==> config.mk <==
export PLATFORM = sky130hd
export DESIGN_NAME = cla16_bist
export DESIGN_NICKNAME = d
export VERILOG_FILES = /design/src/rtl/cla16_bist.sv
export SDC_FILE = /design/constraint.sdc
export NUM_CORES = 1
export LEC_CHECK = 0
export ABC_AREA = 1
export BUFFER_PORTS_ARGS = -buffer_cell sky130_fd_sc_hd__clkbuf_2
export CAP_MARGIN = 0
export CORE_MARGIN = 3
export CORE_UTILIZATION = 48
export CTS_CLUSTER_SIZE = 25
export DETAILED_ROUTE_END_ITERATION = 10
export PLACE_DENSITY = 0.69
export RECOVER_POWER = 50
export SLEW_MARGIN = 15
export SYNTH_ARGS = -nofsm -noshare
export SYNTH_HDL_FRONTEND = slang
export SYNTH_SLANG_ARGS = --single-unit
export TNS_END_PERCENT = 1
==> constraint.sdc <==
create_clock -name clk -period 3.7 [get_ports clk]
set_clock_uncertainty 0.1 [all_clocks]
set_input_delay 0.555 -clock clk [delete_from_list [all_inputs] [get_ports clk]]
set_output_delay 0.555 -clock clk [all_outputs]
set_load 0.01 [all_outputs]
==> src/rtl/cla16_bist.sv <==
// cla16_bist: built-in self-test controller for a WIDTH-bit adder with an
// A/B/cin -> sum/cout interface. Drives LFSR-generated operand pairs, checks
// each result against an internal golden sum and reports pass/fail, a
// saturating error count and the first failing vector.
// Optional feature: define BIST_CORNER_EN to run four fixed corner vectors
// ahead of the random ones.
module cla16_bist #(
   parameter int unsigned WIDTH       = 16,
   parameter int unsigned NUM_VECTORS = 256,
   parameter logic [15:0] SEED_A      = 16'hACE1,
   parameter logic [15:0] SEED_B      = 16'h1D2B
) (
   input  logic             clk,
   input  logic             rst,
   input  logic             start,
   output logic [WIDTH-1:0] a_out,
   output logic [WIDTH-1:0] b_out,
   output logic             cin_out,
   input  logic [WIDTH-1:0] sum_in,
   input  logic             cout_in,
   output logic             busy,
   output logic             done,
   output logic             pass,
   output logic [15:0]      err_count,
   output logic [WIDTH-1:0] fail_a,
   output logic [WIDTH-1:0] fail_b,
   output logic             fail_cin
);

`ifdef BIST_CORNER_EN
   localparam int unsigned NUM_CORNER = 4;
`else
   localparam int unsigned NUM_CORNER = 0;
`endif
   localparam int unsigned TOTAL = NUM_VECTORS + NUM_CORNER;
   // 17 bits covers 65535 random vectors plus the corner vectors
   localparam int unsigned IDX_W = 17;
   localparam logic [IDX_W-1:0] LAST_IDX = IDX_W'(TOTAL - 1);

   typedef enum logic [1:0] {StIdle, StDrive, StCheck, StDone} state_t;

   state_t           state;
   state_t           state_next;
   logic [15:0]      lfsr_a;
   logic [15:0]      lfsr_b;
   logic [15:0]      lfsr_a_step;
   logic [15:0]      lfsr_b_step;
   logic [IDX_W-1:0] vec_idx;
   logic [IDX_W-1:0] idx_inc;
   logic [WIDTH-1:0] first_a;
   logic [WIDTH-1:0] first_b;
   logic             first_cin;
   logic [WIDTH-1:0] nxt_a;
   logic [WIDTH-1:0] nxt_b;
   logic             nxt_cin;
   logic             adv_lfsr;
   logic [WIDTH:0]   golden;
   logic             mismatch;

   // Fibonacci LFSR, x^16+x^14+x^13+x^11+1, shifting left into bit 0
   function automatic logic [15:0] lfsr_next(input logic [15:0] v);
      return {v[14:0], v[15] ^ v[13] ^ v[12] ^ v[10]};
   endfunction

`ifdef BIST_CORNER_EN
   // Corner vectors packed as {a, b, cin}
   function automatic logic [2*WIDTH:0] corner_vec(input logic [1:0] k);
      logic [WIDTH-1:0] ones;
      logic [WIDTH-1:0] one;
      logic [WIDTH-1:0] msb;
      ones         = '1;
      one          = '0;
      one[0]       = 1'b1;
      msb          = '0;
      msb[WIDTH-1] = 1'b1;
      case (k)
         2'd0:    corner_vec = {{WIDTH{1'b0}}, {WIDTH{1'b0}}, 1'b0};
         2'd1:    corner_vec = {ones, one, 1'b0};
         2'd2:    corner_vec = {ones, ones, 1'b1};
         default: corner_vec = {msb, msb, 1'b0};
      endcase
   endfunction
`endif

   assign lfsr_a_step = lfsr_next(lfsr_a);
   assign lfsr_b_step = lfsr_next(lfsr_b);
   assign golden      = {1'b0, a_out} + {1'b0, b_out} + {{WIDTH{1'b0}}, cin_out};
   assign mismatch    = ({cout_in, sum_in} != golden);

   assign busy = (state == StDrive) || (state == StCheck);
   assign done = (state == StDone);
   assign pass = (state == StDone) && (err_count == 16'd0);

   // Select the first vector of a run and the vector following the current one
   always_comb begin
      idx_inc   = vec_idx + IDX_W'(1);
      adv_lfsr  = 1'b0;
      nxt_a     = WIDTH'(lfsr_a);
      nxt_b     = WIDTH'(lfsr_b);
      nxt_cin   = idx_inc[0];
      first_a   = WIDTH'(SEED_A);
      first_b   = WIDTH'(SEED_B);
      first_cin = 1'b0;
`ifdef BIST_CORNER_EN
      {first_a, first_b, first_cin} = corner_vec(2'd0);
      if (idx_inc < IDX_W'(NUM_CORNER)) begin
         {nxt_a, nxt_b, nxt_cin} = corner_vec(idx_inc[1:0]);
      end else if (vec_idx >= IDX_W'(NUM_CORNER)) begin
         // Leaving the last corner presents the unstepped seed; only
         // random-to-random transitions step the LFSRs.
         adv_lfsr = 1'b1;
         nxt_a    = WIDTH'(lfsr_a_step);
         nxt_b    = WIDTH'(lfsr_b_step);
      end
`else
      adv_lfsr = 1'b1;
      nxt_a    = WIDTH'(lfsr_a_step);
      nxt_b    = WIDTH'(lfsr_b_step);
`endif
   end

   // Next-state logic for the run sequencer
   always_comb begin
      state_next = state;
      case (state)
         StIdle, StDone: if (start) state_next = StDrive;
         StDrive:        state_next = StCheck;
         StCheck:        state_next = (vec_idx == LAST_IDX) ? StDone : StDrive;
         default:        state_next = StIdle;
      endcase
   end

   // State register
   always_ff @(posedge clk) begin
      if (rst) state <= StIdle;
      else     state <= state_next;
   end

   // Operand generation, result checking and failure capture
   always_ff @(posedge clk) begin
      if (rst) begin
         lfsr_a    <= SEED_A;
         lfsr_b    <= SEED_B;
         vec_idx   <= '0;
         a_out     <= '0;
         b_out     <= '0;
         cin_out   <= 1'b0;
         err_count <= '0;
         fail_a    <= '0;
         fail_b    <= '0;
         fail_cin  <= 1'b0;
      end else begin
         unique case (state)
            StIdle, StDone: begin
               if (start) begin
                  lfsr_a    <= SEED_A;
                  lfsr_b    <= SEED_B;
                  vec_idx   <= '0;
                  a_out     <= first_a;
                  b_out     <= first_b;
                  cin_out   <= first_cin;
                  err_count <= '0;
                  fail_a    <= '0;
                  fail_b    <= '0;
                  fail_cin  <= 1'b0;
               end
            end
            StCheck: begin
               if (mismatch) begin
                  if (err_count != 16'hFFFF) err_count <= err_count + 16'd1;
                  if (err_count == 16'd0) begin
                     fail_a   <= a_out;
                     fail_b   <= b_out;
                     fail_cin <= cin_out;
                  end
               end
               // The final vector stays on the operand bus while DONE
               if (vec_idx != LAST_IDX) begin
                  vec_idx <= idx_inc;
                  a_out   <= nxt_a;
                  b_out   <= nxt_b;
                  cin_out <= nxt_cin;
                  if (adv_lfsr) begin
                     lfsr_a <= lfsr_a_step;
                     lfsr_b <= lfsr_b_step;
                  end
               end
            end
            default: ;
         endcase
      end
   end

endmodule

== Yosys cells after proc, flatten, opt, wreduce, memory -nomap -nowiden ==
Cells that the tools add are included.
Widths: inputs -> output; s select.
Operators by class
  reductions and logical operators: 9
  add/subtract/negate cells: 4
  mux-type cells: 28
  bitwise gates (word level): 6
  equality and inequality tests: 12
Operators with widths (count)
  $mux 16: 11
  $pmux 16 s2: 5
  $mux 17: 2
  $pmux 17 s2: 1
  $add 16x16->17: 1
  $add 17x1->17: 1
  $add 17x1->17 const B: 1
  $eq 17x8->1 const B: 1
  $ne 17x17->1: 1
  $ne 17x8->1 const B: 1
  $add 16x1->16 const B: 1
  $logic_not 16->1: 1
  $ne 16x16->1 const B: 1
  $reduce_and 4->1: 2
  $ne 2x1->1 const B: 3
  $pmux 2 s3: 1
  $xor 1x1->1: 6
  $eq 2x2->1 const B: 2
  $mux 1: 4
  $mux 2: 2
  $ne 2x2->1 const B: 2
  $pmux 1 s2: 2
  $reduce_and 3->1: 1
  $eq 2x1->1 const B: 1
  5 further kinds: 5
Word-level totals
  register bits: 133
  output and inout bits: 85
  input bits: 20
  word-level logic and storage cells: 70

== Depth between registers and ports, before layout ==
  depth after elaboration: 5
  mapped depth: 20
  mapped depth without buffers: 19

== Least setup slack after synthesis ==
No wires, ideal clock.
  kind: register to register
  start: register a_out[0]
  end: register err_count[10]
  setup slack: 843 ps
  cell stages (with the launch flop): 19
  library setup time: 113 ps
  clock period less this slack: 2857 ps
  data required time: 3487 ps
  data arrival time: 2643 ps
  path buffers: 2
  path through: dfxtp_1 > fa_1 > fa_1 > nand2_1 > nand2_1 > nand3_1 > nand2_1 > nand2_1 > nand2_1 > nor2_1 > nand3_1 > nor2_1 > nand2_1 > nor2_2 > nand4_4 > buf_6 > buf_6 > a21oi_2 > nor2_1
Between the ends
  cells in the longest elaborated chain, start to end: 5
RTL lines
  start, declared: line 16  | output logic [WIDTH-1:0] a_out,
  start signal, assigned: line 159  | a_out <= first_a;
  start signal, assigned: line 180  | a_out <= nxt_a;
  $add 16x16->17: line 87  | assign golden = {1'b0, a_out} + {1'b0, b_out} + {{WIDTH{1'b0}}, cin_out};
  $add 17x1->17: line 87
  $ne 17x17->1: line 88  | assign mismatch = ({cout_in, sum_in} != golden);
  $ne 2x2->1 (no source line)
  $reduce_and 4->1 (no source line)
  end signal, assigned: line 170  | if (err_count != 16'hFFFF) err_count <= err_count + 16'd1;
  end, declared: line 24  | output logic [15:0] err_count,
Every way passes these cells.
A chain may end at the register's enable or synchronous reset.

==> flow_metrics.tcl <==
set metrics [dict create \
    synth_top_family_by_area "simple AND/OR/NAND/NOR gates" \
    fin_area_um2 7739 \
    grt_usage_pct 25.72 \
    muxShareOfSynthArea_pct 0 \
    dp_hpwl_um 13910 \
    die_x_um 123.7 \
    cts_tree "done" \
    grt_antenna_before_repair 0 \
    fin_ws_ns 0.4125 \
    path_cells "fa_1 > fa_1 > nand2_1 > nand2_1 > nand3_1 > nand2_1 > nand2_1 > nand2_1 > nor2_1 > nand3_1 > nor2_1 > nand2_1 > nor2_2 > nand4_4 > nand2_4 > nand2_1 > nand2_1 > nor2_1" \
    clock_path_buffers 2 \
    grt_start_max_net_pins 49 \
    grt_pass1_vias 6294 \
    synth-adder-area-share_pct 4.551 \
    synth.cell_area_um2 6653 \
    syn_avg_cell_area_um2 6.548 \
    p_per_area_nw_per_um2 668.2 \
    hold_slack_ns 0.3664 \
    cts_resized 0 \
    hp-class "reg -> reg" \
    initial_core_util_pct 49.65 \
    root_buffer "clkbuf_16" \
    die_h_um 123.7 \
    period_minus_slack_ns 3.287 \
    drc 0 \
    post-route-period-util_pct 88.85 \
    p_leak_nw 3.584 \
    tightest_slew_ns 1.064 \
    numPortBuffers 104 \
    seqCellArea_um2 2322 \
    synthSimpleGateAreaFrac_pct 35.23 \
    overflow 0 \
    synth_compound_area_share_pct 11.42 \
    cts_hold_buffers 0 \
    via_per_inst 5.271 \
    crit_slowest_cell "fa_1" \
    core_um2 13400 \
    report.final.setup_viol 0 \
    fin_nets 1135 \
    ys.flop_type "dfxtp_1" \
    slew_viol_final 0 \
    ys_seq_area_share_pct 34.91 \
    drt_pass1_iterations 5 \
    synthesis.nets 1059 \
    clkLatencyLatePin_ns 0.42 \
    total_power_mw 5.171 \
    finalHoldViolations 0 \
    required_ns 3.91 \
    yosys_register_bits 116 \
    synth_edf_count 0 \
    place_ws_ns 0.4577 \
    dr_total_vias 6747 \
    synth_xor_area_share_pct 2.765 \
    ios 105 \
    async_flop_share_pct 0 \
    path_class "reg -> reg" \
    numClockSinks 116 \
    status "completed" \
    routed_wl_um 19230 \
    rsz0062_at_grt "no" \
    crit_arrival_ns 3.50 \
    cpLargestDelayFamily "simple AND/OR/NAND/NOR gates" \
    htree_levels 4 \
    cts_setup_buffers 0 \
    numCtsBuffers 17 \
    grt_first_pass_wirelength_um 30830 \
    clock.fmax_ghz 0.3042 \
    std_cell_rows 42 \
    start_kind "flop" \
    detail-route-antenna-nets 0 \
    areaGrowthSynthToFinish_pct 16.32 \
    synth_cells 1016 \
    first_iter_violations 559 \
    yosys_warnings 0 \
    end_kind "flop" \
    ys_types 42 \
    final_layout_size_suffix_gt1_share_pct 8.152 \
    ir_worst_vdd_mv 0.6248 \
    multi_input_area_um2 3601 \
    cp_common_cell "nand2_1" \
    dpl_cell_area_um2 7197 \
    critPathMaxFanout 26 \
    fillers 1356 \
    gp_congestion 0.9501 \
    drv_cap 0 \
    clk_pin_slew_worst_paths_ns 0.06 \
    setup-tns-final_ns 0 \
    avgRoutedWirePerCell_um 15.02 \
    diodes 0 \
    relSlewSlack_pct 29.02 \
    slowest_delay_ns 0.48 \
    worst-path-buf-inv 0 \
    dieArea_um2 15310 \
]
-- cell families (layout without fill, tap and decap cells) --
logic type | count (synthesis) | in the layout
compound gates | 133 | 133
xor+xnor | 21 | 21
fa+ha+maj | 23 | 23
buf+inv | 172 | 260
flops | 116 | 116
simple gates | 551 | 551
-- path summary, 6_finish.rpt --
path / from / end / slack, ns / cells past startpoint
worst min register to register: lfsr_a[11]$_SDFFE_PP1P_ / a_out[12]$_SDFFE_PP0P_ / 0.37 / 2
worst max register to register: vec_idx[0]$_SDFFE_PP0P_ / fail_b[1]$_SDFFE_PP0P_ / 0.41 / 18
worst max-delay path: vec_idx[0]$_SDFFE_PP0P_ / fail_b[1]$_SDFFE_PP0P_ / 0.41 / 18
worst min-delay path: lfsr_a[11]$_SDFFE_PP1P_ / a_out[12]$_SDFFE_PP0P_ / 0.37 / 2
-- Yosys cell counts (19+ instances only) --
library cell  number  area, um2
clkbuf_1          29      108.9
nor3_1            22      110.1
nor2_1           125      469.2
o21ai_0           29      145.1
nand2_1          274       1028
ha_1              21      262.8
buf_4             19      142.6
inv_1            109      409.1
a21oi_1           70      350.3
dfxtp_1          116       2322
nand3_1           90      450.4
-- cell type report --
type / instances / area share (%)
clock inverter: 11 / 2.587
tap: 176 / 2.846
multi-input combinational: 728 / 46.53
sequential: 116 / 30.01
inverter: 112 / 5.432
clock buffer: 20 / 5.901
timing repair buffer: 117 / 6.694
-- registers in the layout (all words and copies together) (netlist names) --
signal     flops
lfsr_b         8
lfsr_a         8
state          2
a_out         16
fail_cin       1
vec_idx       17
b_out         16
err_count     16
fail_a        16
fail_b        16
-- routing by layer --
| layer | part of all wire [%] | vias up | GRT usage [%] |
|---|---|---|---|
| li1 | - | 3412 | - |
| met1 | 44 | 3115 | 32.58 |
| met2 | 49 | 184 | 43.09 |
| met3 | 5.2 | 36 | 4.950 |
| met4 | 2.3 | 0 | 10.17 |
| met5 | 0 | - | 0 |
-- stage by stage --
step | std cells | util [%]
floorplan | 1016 | -
global placement | 1249 | 53.71
detailed placement | 1249 | 53.71
CTS | 1280 | 58.61
global route | 1280 | 57.75
finish | 1280 | 57.75
-- cell usage in the layout (no fill, tap or decap), types with 2 or more instances in the layout --
cell type,n
xnor2_1,11
ha_1,21
inv_1,110
nor3_1,22
bufinv_16,5
buf_4,9
a21oi_1,70
fa_1,2
nor2_1,125
o211ai_1,6
xor2_1,10
a21oi_2,10
a31oi_1,6
clkbuf_1,85
clkinv_4,3
o21ai_0,29
clkbuf_16,17
nand2_2,3
clkbuf_2,23
nand2_1,274
a211oi_1,5
nand3b_1,6
inv_2,2
nand3_1,90
clkbuf_8,2
dfxtp_1,116
or2_2,5
nor4_1,8
nand4_1,11
-- worst min-delay path: cells and delay by family, from the launching register on --
| family | cells | cell delay (ns) |
|---|---|---|
| buffers and inverters | 1 | 0.06 |
| AOI/OAI and AO/OA | 1 | 0.06 |
| DFF | 1 | 0.29 |
-- report_power, final --
| part | total [mW] | internal [mW] | switching [mW] |
|---|---|---|---|
| Combinational | 1.60 | 0.578 | 1.02 |
| Clock | 1.83 | 1.23 | 0.594 |
| Sequential | 1.75 | 1.47 | 0.274 |
(Power assumes the default switching activity.)
